--- src/rtl/tmr_scrub_ctrl.sv ---
// Scrub controller for a triple-redundant register: votes the replicas, confirms a
// disagreement, rewrites the faulty replica(s) during a sequencer grant and verifies.
module tmr_scrub_ctrl #(
   parameter int WIDTH          = 4,
   parameter int CNT_W          = 8,
   parameter int CONFIRM_CYCLES = 1,
   parameter int MAX_RETRY      = 2
) (
   input  logic             clk,
   input  logic             rst,
   input  logic             scrub_en,
   input  logic [WIDTH-1:0] r0_q,
   input  logic [WIDTH-1:0] r1_q,
   input  logic [WIDTH-1:0] r2_q,
   input  logic             user_idle,
   input  logic             clr_stats,
   output logic [WIDTH-1:0] voted_q,
   output logic             busy,
   output logic             repair_we,
   output logic [2:0]       repair_sel,
   output logic [WIDTH-1:0] repair_data,
   output logic [CNT_W-1:0] err_cnt,
   output logic             fatal
);

   localparam int CNF_W = (CONFIRM_CYCLES > 1) ? $clog2(CONFIRM_CYCLES) : 1;
   localparam int RTY_W = $clog2(MAX_RETRY + 2);
   localparam logic [CNF_W-1:0] CNF_INIT = CNF_W'(CONFIRM_CYCLES - 1);
   localparam logic [RTY_W-1:0] RTY_MAX  = RTY_W'(MAX_RETRY);

   typedef enum logic [2:0] {
      IDLE,
      CONFIRM,
      WAIT_GNT,
      REPAIR,
      VERIFY
   } state_t;

   state_t           state;
   logic [CNF_W-1:0] cnt;
   logic [RTY_W-1:0] retries;
   logic             eq01, eq02, eq12;
   logic             mismatch;
   logic [2:0]       fault_sel;

   function automatic logic [CNT_W-1:0] sat_inc(input logic [CNT_W-1:0] v);
      return (&v) ? v : v + CNT_W'(1);
   endfunction

   assign eq01     = (r0_q == r1_q);
   assign eq02     = (r0_q == r2_q);
   assign eq12     = (r1_q == r2_q);
   assign mismatch = !(eq01 && eq02 && eq12);
   assign voted_q  = (r0_q & r1_q) | (r0_q & r2_q) | (r1_q & r2_q);

   // Bit i of the select addresses replica i; all-ones means no majority exists.
   always_comb begin
      fault_sel = 3'b000;
      if (eq01 && !eq02)
         fault_sel = 3'b100;
      else if (eq02 && !eq01)
         fault_sel = 3'b010;
      else if (eq12 && !eq01)
         fault_sel = 3'b001;
      else if (!eq01 && !eq02 && !eq12)
         fault_sel = 3'b111;
   end

   always_ff @(posedge clk) begin
      if (rst) begin
         state       <= IDLE;
         cnt         <= '0;
         retries     <= '0;
         busy        <= 1'b0;
         repair_we   <= 1'b0;
         repair_sel  <= '0;
         repair_data <= '0;
         err_cnt     <= '0;
         fatal       <= 1'b0;
      end else begin
         repair_we <= 1'b0;
         case (state)
            IDLE: begin
               if (scrub_en && mismatch) begin
                  state <= CONFIRM;
                  cnt   <= CNF_INIT;
               end
            end
            CONFIRM: begin
               if (!scrub_en || !mismatch) begin
                  state <= IDLE;
               end else if (cnt == '0) begin
                  state      <= WAIT_GNT;
                  busy       <= 1'b1;
                  repair_sel <= fault_sel;
               end else begin
                  cnt <= cnt - CNF_W'(1);
               end
            end
            WAIT_GNT: begin
               if (!scrub_en) begin
                  state   <= IDLE;
                  busy    <= 1'b0;
                  retries <= '0;
               end else if (user_idle) begin
                  state       <= REPAIR;
                  repair_we   <= 1'b1;
                  repair_data <= voted_q;
                  err_cnt     <= sat_inc(err_cnt);
                  if (repair_sel == 3'b111)
                     fatal <= 1'b1;
               end
            end
            REPAIR: begin
               state <= VERIFY;
            end
            VERIFY: begin
               // The write landed at the end of REPAIR, so replicas here show the result.
               if (mismatch && (retries < RTY_MAX)) begin
                  state      <= WAIT_GNT;
                  retries    <= retries + RTY_W'(1);
                  repair_sel <= fault_sel;
               end else begin
                  state   <= IDLE;
                  busy    <= 1'b0;
                  retries <= '0;
                  if (mismatch)
                     fatal <= 1'b1;
               end
            end
            default: begin
               state <= IDLE;
               busy  <= 1'b0;
            end
         endcase
         if (clr_stats) begin
            err_cnt <= '0;
            fatal   <= 1'b0;
         end
      end
   end

endmodule

--- config.mk ---
export PLATFORM = sky130hd
export DESIGN_NAME = tmr_scrub_ctrl
export DESIGN_NICKNAME = d
export VERILOG_FILES = /design/src/rtl/tmr_scrub_ctrl.sv
export SDC_FILE = /design/constraint.sdc
export NUM_CORES = 1
export LEC_CHECK = 0
export CAP_MARGIN = 25
export CORE_ASPECT_RATIO = 1.2
export CORE_MARGIN = 4
export CORE_UTILIZATION = 48
export CTS_BUF_LIST = sky130_fd_sc_hd__clkbuf_8
export DETAILED_ROUTE_END_ITERATION = 12
export PLACE_DENSITY = 0.93
export SYNTH_ARGS = -nofsm -noshare
export SYNTH_HDL_FRONTEND = slang
export SYNTH_SLANG_ARGS = --single-unit
export TNS_END_PERCENT = 50
--- constraint.sdc ---
create_clock -name clk -period 2 [get_ports clk]
set_input_delay 0.3 -clock clk [delete_from_list [all_inputs] [get_ports clk]]
set_output_delay 0.3 -clock clk [all_outputs]
set_load 0.02 [all_outputs]
==> out/metrics.csv, run 1 <==
stage,metric,value,unit
power_and_ir_drop,clkPwrFrac,0.309,
timing,worst_pin_slew,0.490,ns
logic_synthesis,synth_area_leaders,"dfxtp_1 (35%), ha_1 (12%), a21oi_1 (4.9%)",
power_and_ir_drop,p_seq_frac,0.505,
worst_setup_path,critical-path-slowest-cell,clkdlybuf4s50_1,
clock_network,cts_buffers,3,
global_routing,grt_use_total,0.207,
routing,ant_nets,0,
worst_setup_path,crit_chain,clkdlybuf4s50_1 -> ha_1 -> or3_1 -> dlygate4sd2_1,
power_and_ir_drop,p_leak,0.661,nW
timing,fin_worst_skew,0.00237,ns
timing,final_hold_viol_count,0,
logic_synthesis,netlist_area,0.00132,mm²
layout,final_cell_mix,"clkdlybuf4s50_1 (34), dfxtp_1 (23), a21oi_1 (13), nor2_1 (13), ha_1 (13)",
logic_synthesis,synth_simple_gate_area_frac,0.284,
power_and_ir_drop,ir_drop,369,µV
floorplanning,pin_count,39,
clock_network,clockBufferDepth,2,
layout,final_cells,223,
floorplanning,die-area,0.00365,mm²
routing,viasPerCell,6.04,
clock_network,hold_buffers,0,
clock_network,cts_max_level,1,
logic_synthesis,yosysTopAreaCellShare,0.349,
routing,drtPass1Iterations,4,
clock_network,cts_tree,yes,
worst_setup_path,worstPathRequired,1.70,ns
timing,hold_ws,0.475,ns
logic_synthesis,ys_async_sr_fraction,0,
global_routing,grt_pass1_wl,5850,µm
power_and_ir_drop,swShare,0.264,
logic_synthesis,synth_top_family_by_area,simple AND/OR/NAND/NOR gates,
worst_setup_path,cp_data_arrival_time,1.65,ns
logic_synthesis,synthDistinctLibCells,40,
worst_setup_path,max_stage_delay,0.43,ns
clock_network,cts.clk_slew.worst_paths,0.08,ns
routing,drc_errors,0,
layout,drive_gt1_frac,0.121,
power_and_ir_drop,intPower,0.692,mW
worst_setup_path,end_kind,output pin,
routing,avgRoutedWirePerCell,16.0,µm
status,status,finished clean,
routing,first_iter_violations,55,
logic_synthesis,synth_fa_ha_area_frac,0.123,
logic_synthesis,syn_nets,176,
floorplanning,fp.dieH,65.4,µm
worst_setup_path,worstPathMaxFanout,2,
logic_synthesis,yosys_warnings,0,
layout,final_common_cell,clkdlybuf4s50_1,
floorplanning,coreArea,0.00258,mm²
clock_network,clock_sinks,23,
global_routing,antenna_found_initial,0,
logic_synthesis,synthFlopType,dfxtp_1,
layout,multi_input_area,818,µm²
routing,num_vias,1346,
layout,fill_cells,206,
power_and_ir_drop,pwr-share-comb,0.186,
timing,rsz0062_at_grt,false,
logic_synthesis,synth-compound-area-share,0.176,
floorplanning,row_count,20,
routing,wl,3560,µm
timing,finalCriticalPeriod,1.95,ns
logic_synthesis,synth-xor-area-share,0,
worst_setup_path,critical_path_class,primary input to output pin,
timing,finalWorstSetupSlack,0.0510,ns
timing,fin_crit_sh,0.975,
timing,setup_violations,0,
worst_setup_path,cp_top_family,buffers and inverters,
clock_network,worstSkewPairLatency,0.27,ns
clock_network,clockRootBuffer,clkbuf_8,
run,cap_viol_max_count,0,
logic_synthesis,synth_mux_area_frac,0.0380,
logic_synthesis,ys_ff_latch,23,
global_routing,grt_overflow,0,
global_routing,grt_pass1_vias,1333,
floorplanning,initial_core_util,0.512,
logic_synthesis,yosysSeqAreaShare,0.349,
global_routing,grt_max_degree,13,
placement,pre_cts_slack,-0.237,ns
logic_synthesis,avgSynthCellArea,9.03,µm²
timing,slew_viol_final,0,
placement,hpwl,2750,µm
logic_synthesis,postSynthCellCount,146,
worst_hold_path,hold_class,flip-flop to flip-flop,
power_and_ir_drop,powerDensity,523,mW/mm²
layout,num-nets-final,221,
layout,seqCellArea,460,µm²
worst_setup_path,path_buf_inv,2,
layout,area_delta_synth_final,36.2,%
logic_synthesis,synth_edf_count,0,
timing,slew-limit-headroom,0.671,
placement,io_buffers,38,
floorplanning,die_width,55.9,µm
power_and_ir_drop,power_switching,0.249,mW
worst_setup_path,cp-start-kind,primary input,
timing,clock.fmax,0.513,GHz
placement,gp_congestion,0.738,
layout,n_antenna_cell,0,
logic_synthesis,synth_top_area_cell,dfxtp_1,
placement,placed_cells,219,
-- stage by stage --
step | util | power [mW] | TNS [ns] | instance area (µm²)
after global placement | 0.686 | 0.654 | -1.18 | 1770
after floorplan | - | 0.569 | 0 | 1320
after global routing | 0.697 | 0.990 | 0 | 1800
after detailed placement | 0.686 | 0.667 | -1.81 | 1770
final | 0.697 | 0.941 | 0 | 1800
after CTS | 0.702 | 0.947 | 0 | 1810
-- area by class of cell --
cell class                      count  share of cell area
Multi-Input combinational cell    115               0.455
Sequential cell                    23               0.256
Timing Repair Buffer               46               0.236
Clock buffer                        3              0.0230
Tap cell                           33              0.0230
Inverter                            2             0.00418
Clock inverter                      1             0.00209
-- cells by family after synthesis --
| kind of cell | Yosys count |
|---|---|
| adder cells (fa/ha/maj) | 13 |
| flip-flops | 23 |
| multiplexers | 5 |
| AND/OR/NAND/NOR | 62 |
| AO/OA/AOI/OAI | 35 |
| buffers and inverters | 8 |
-- state kept, by name, indices dropped and copies added (netlist names) --
register,cells
repair_data,4
repair_sel,3
fatal,1
retries,2
err_cnt,8
repair_we,1
state,3
busy,1
-- cell usage after synthesis, drive strengths merged, types with 2 or more instances --
library cell	count
nand2b	3
o21ai	6
clkbuf	2
a31oi	2
dfxtp	23
a211oi	3
o41ai	3
o31ai	2
or3b	2
nor3b	2
nor4	4
nand4	2
inv	2
nand3	5
a21boi	2
nor2	13
ha	13
nor3	2
and2	2
buf	4
a21oi	14
mux2i	5
or4	5
nand2	8
or3	8
-- power by group through the flow --
stage / registers, mW / clock network [mW] / logic (mW)
after global placement: 0.485 / 0 / 0.169
after detailed placement: 0.486 / 0 / 0.181
after CTS: 0.475 / 0.294 / 0.178
after floorplan: 0.487 / 0 / 0.0819
after global routing: 0.477 / 0.322 / 0.191
final: 0.475 / 0.290 / 0.175
-- layer usage --
layer / part of all wire / global-route usage
met5: 0 / 0
met4: 0.018 / 0.0861
met3: 0.073 / 0.0530
met2: 0.55 / 0.414
met1: 0.36 / 0.197
-- worst paths after layout --
kind	from	endpoint	slack, ns	depth (start not counted)
worst max-delay path	r0_q[0]	voted_q[0]	0.05	4
worst min-delay path	retries[0]	retries[0]	0.47	1
worst max register to register	state[1]	err_cnt[4]	0.27	4
worst min register to register	retries[0]	retries[0]	0.47	1
-- what timing repair did --
action | 4_1_cts | 5_1_grt
setup buffers | 0 | 0
resized for setup | 5 | 5
endpoints found under the hold margin | 0 | 0
gates cloned | 0 | 0
endpoints found under the setup margin | 4 | 3
(Power assumes the default switching activity.)
==> run 2: changes to the inputs <==
==> constraint.sdc (replaced) <==
create_clock -name clk -period 1.95 [get_ports clk]
set_input_delay 0.2925 -clock clk [delete_from_list [all_inputs] [get_ports clk]]
set_output_delay 0.2925 -clock clk [all_outputs]
set_load 0.02 [all_outputs]
==> out/metrics.csv, run 2 (synthesis results as in run 1) <==
stage,metric,value,unit,change
timing,finalCriticalPeriod,1.91,ns,
worst_setup_path,cp_data_arrival_time,1.62,ns,was 1.65 ns
routing,drc_errors,0,,unchanged
clock_network,hold_buffers,0,,unchanged
global_routing,antenna_found_initial,0,,unchanged
layout,largest_reg_flops,8,,unchanged
power_and_ir_drop,p_leak,0.657,nW,was 0.661 nW
timing,final_hold_viol_count,0,,unchanged
layout,regMostFlops,err_cnt,,unchanged
worst_hold_path,hold_class,flip-flop to flip-flop,,unchanged
timing,fin_crit_sh,0.981,,
layout,final_cells,222,,was 223
timing,finalWorstSetupSlack,0.0378,ns,was 0.0510 ns
placement,gp_congestion,0.758,,was 0.738
timing,clock.fmax,0.523,GHz,
worst_setup_path,end_kind,output pin,,unchanged
worst_hold_path,min_from,fatal,,was retries[0]
power_and_ir_drop,ir_drop,430,µV,was 369 µV
worst_setup_path,critical_path_class,primary input to output pin,,unchanged
routing,ant_nets,0,,unchanged
clock_network,clockRootBuffer,clkbuf_8,,unchanged
placement,placed_cells,218,,was 219
floorplanning,pin_count,39,,unchanged
floorplanning,fp.dieH,65.4,µm,unchanged
clock_network,clock_sinks,23,,unchanged
worst_setup_path,rrSetupSlack,0.22,ns,was 0.27 ns
worst_setup_path,crit_chain,clkdlybuf4s50_1 -> ha_1 -> or3_1 -> clkdlybuf4s15_1,,was clkdlybuf4s50_1 -> ha_1 -> or3_1 -> dlygate4sd2_1
worst_hold_path,min_to,fatal,,was retries[0]
worst_setup_path,cp_top_family,buffers and inverters,,unchanged
global_routing,grt_use_total,0.197,,was 0.207
global_routing,grt_max_degree,14,,was 13
clock_network,worstSkewPairLatency,0.27,ns,about the same
worst_setup_path,r2r-end,err_cnt[4],,unchanged
status,status,finished clean,,unchanged
routing,first_iter_violations,34,,was 55
timing,hold_ws,0.485,ns,was 0.475 ns
floorplanning,die_width,55.9,µm,unchanged
floorplanning,row_count,20,,unchanged
clock_network,clockBufferDepth,2,,unchanged
worst_setup_path,cp.depth,4,,unchanged
worst_setup_path,r2r_start,state[1],,unchanged
worst_setup_path,critical-path-slowest-cell,clkdlybuf4s50_1,,unchanged
worst_setup_path,worstPathMaxFanout,2,,unchanged
global_routing,grt_pass1_wl,5730,µm,was 5850 µm
routing,num_vias,1315,,was 1346
routing,viasPerCell,5.92,,was 6.04
layout,n_antenna_cell,0,,unchanged
clock_network,cts_max_level,1,,unchanged
worst_setup_path,max_stage_delay,0.44,ns,was 0.43 ns
timing,worst_pin_slew,0.520,ns,was 0.490 ns
floorplanning,initial_core_util,0.512,,unchanged
layout,area_delta_synth_final,37.5,%,was 36.2%
layout,fill_cells,190,,was 206
placement,hpwl,2810,µm,was 2750 µm
routing,avgRoutedWirePerCell,16.1,µm,was 16.0 µm
layout,drive_gt1_frac,0.132,,was 0.121
worst_hold_path,hold_depth,2,,was 1
timing,setup_violations,0,,unchanged
routing,drtPass1Iterations,4,,unchanged
layout,finish.utilization,0.703,,was 0.697
placement,pre_cts_slack,-0.276,ns,was -0.237 ns
routing,wl,3580,µm,was 3560 µm
timing,slew-limit-headroom,0.651,,was 0.671
clock_network,cts.clk_slew.worst_paths,0.07,ns,was 0.08 ns
clock_network,cts_buffers,3,,unchanged
timing,slew_viol_final,0,,unchanged
timing,rsz0062_at_grt,false,,unchanged
run,cap_viol_max_count,0,,unchanged
global_routing,grt_overflow,0,,unchanged
power_and_ir_drop,design_power_total,0.968,mW,was 0.941 mW
worst_setup_path,reg2reg_depth,4,,unchanged
worst_setup_path,cp-start-kind,primary input,,unchanged
floorplanning,die-area,0.00365,mm²,unchanged
floorplanning,coreArea,0.00258,mm²,unchanged
worst_setup_path,path_buf_inv,2,,unchanged
global_routing,grt_pass1_vias,1327,,was 1333
power_and_ir_drop,powerDensity,534,mW/mm²,was 523 mW/mm²
layout,top_regs,"err_cnt: 8 flops, repair_data: 4 flops",,unchanged
layout,final_cell_mix,"clkdlybuf4s50_1 (34), dfxtp_1 (23), a21oi_1 (13), nor2_1 (13), ha_1 (13)",,unchanged
clock_network,cts_tree,yes,,unchanged
layout,final_common_cell,clkdlybuf4s50_1,,unchanged
worst_setup_path,worstPathRequired,1.66,ns,was 1.70 ns
layout,num-nets-final,220,,was 221
placement,io_buffers,38,,unchanged
timing,fin_worst_skew,0.0100,ns,was 0.00237 ns
[run 2: cell count changes in the layout (fill, tap and decap cells not counted), sizes merged]
cell           change
clkdlybuf4s15      +2
clkbuf             -2
dlygate4sd2        -1
inv                -1
clkinv             +1
[run 2: report_power, final]
| part | switching (mW) | total (mW) | internal, mW |
|---|---|---|---|
| registers | 0.0102 | 0.488 | 0.478 |
| clock network | 0.155 | 0.297 | 0.143 |
| logic | 0.0888 | 0.183 | 0.0939 |
[run 2: what timing repair did]
item,in CTS,in global routing
buffers inserted,0,0
pin swaps,0,0
setup endpoints to repair,4,9
gates resized for setup,8,6
[run 2: worst reg2reg max path: stages, from the launching register on]
cell,delay [ns]
dfxtp_1,0.53
and4bb_4,0.34
nand2_4,0.10
or4_1,0.52
a21oi_1,0.18
[run 2: layout make-up]
| type | instances | area [µm²] | share of cell area |
|---|---|---|---|
| Clock buffer | 3 | 41.3 | 0.0228 |
| Clock inverter | 1 | 5.00 | 0.00276 |
| Inverter | 2 | 7.51 | 0.00414 |
| Multi-Input combinational cell | 115 | 835 | 0.460 |
| Sequential cell | 23 | 460 | 0.254 |
| Tap cell | 33 | 41.3 | 0.0228 |
| Timing Repair Buffer | 45 | 423 | 0.233 |
[run 2: through the flow]
step           cell area [µm²]  setup TNS (ns)
6_report                  1810               0
5_1_grt                   1810               0
4_1_cts                   1810               0
3_5_place_dp              1760           -2.34
3_3_place_gp              1760           -1.73
2_1_floorplan             1320               0
[run 2: metal layers]
metal  global-route usage  up-vias  wire length, µm
li1                     -      641                -
met1                0.189      612             1350
met2                0.389       48             1940
met3               0.0432       14              188
met4               0.0979        0              110
met5                    0        -                0
[run 2: worst max-delay path by stage]
stage | start | endpoint | slack, ns
floorplan | r1_q[1] | fatal | 0.33
global placement | r0_q[2] | voted_q[2] | -0.19
detailed placement | r0_q[3] | voted_q[3] | -0.28
CTS | r0_q[1] | voted_q[1] | 0.009
global route | r0_q[0] | voted_q[0] | 0.0005
finish | r0_q[2] | voted_q[2] | 0.04
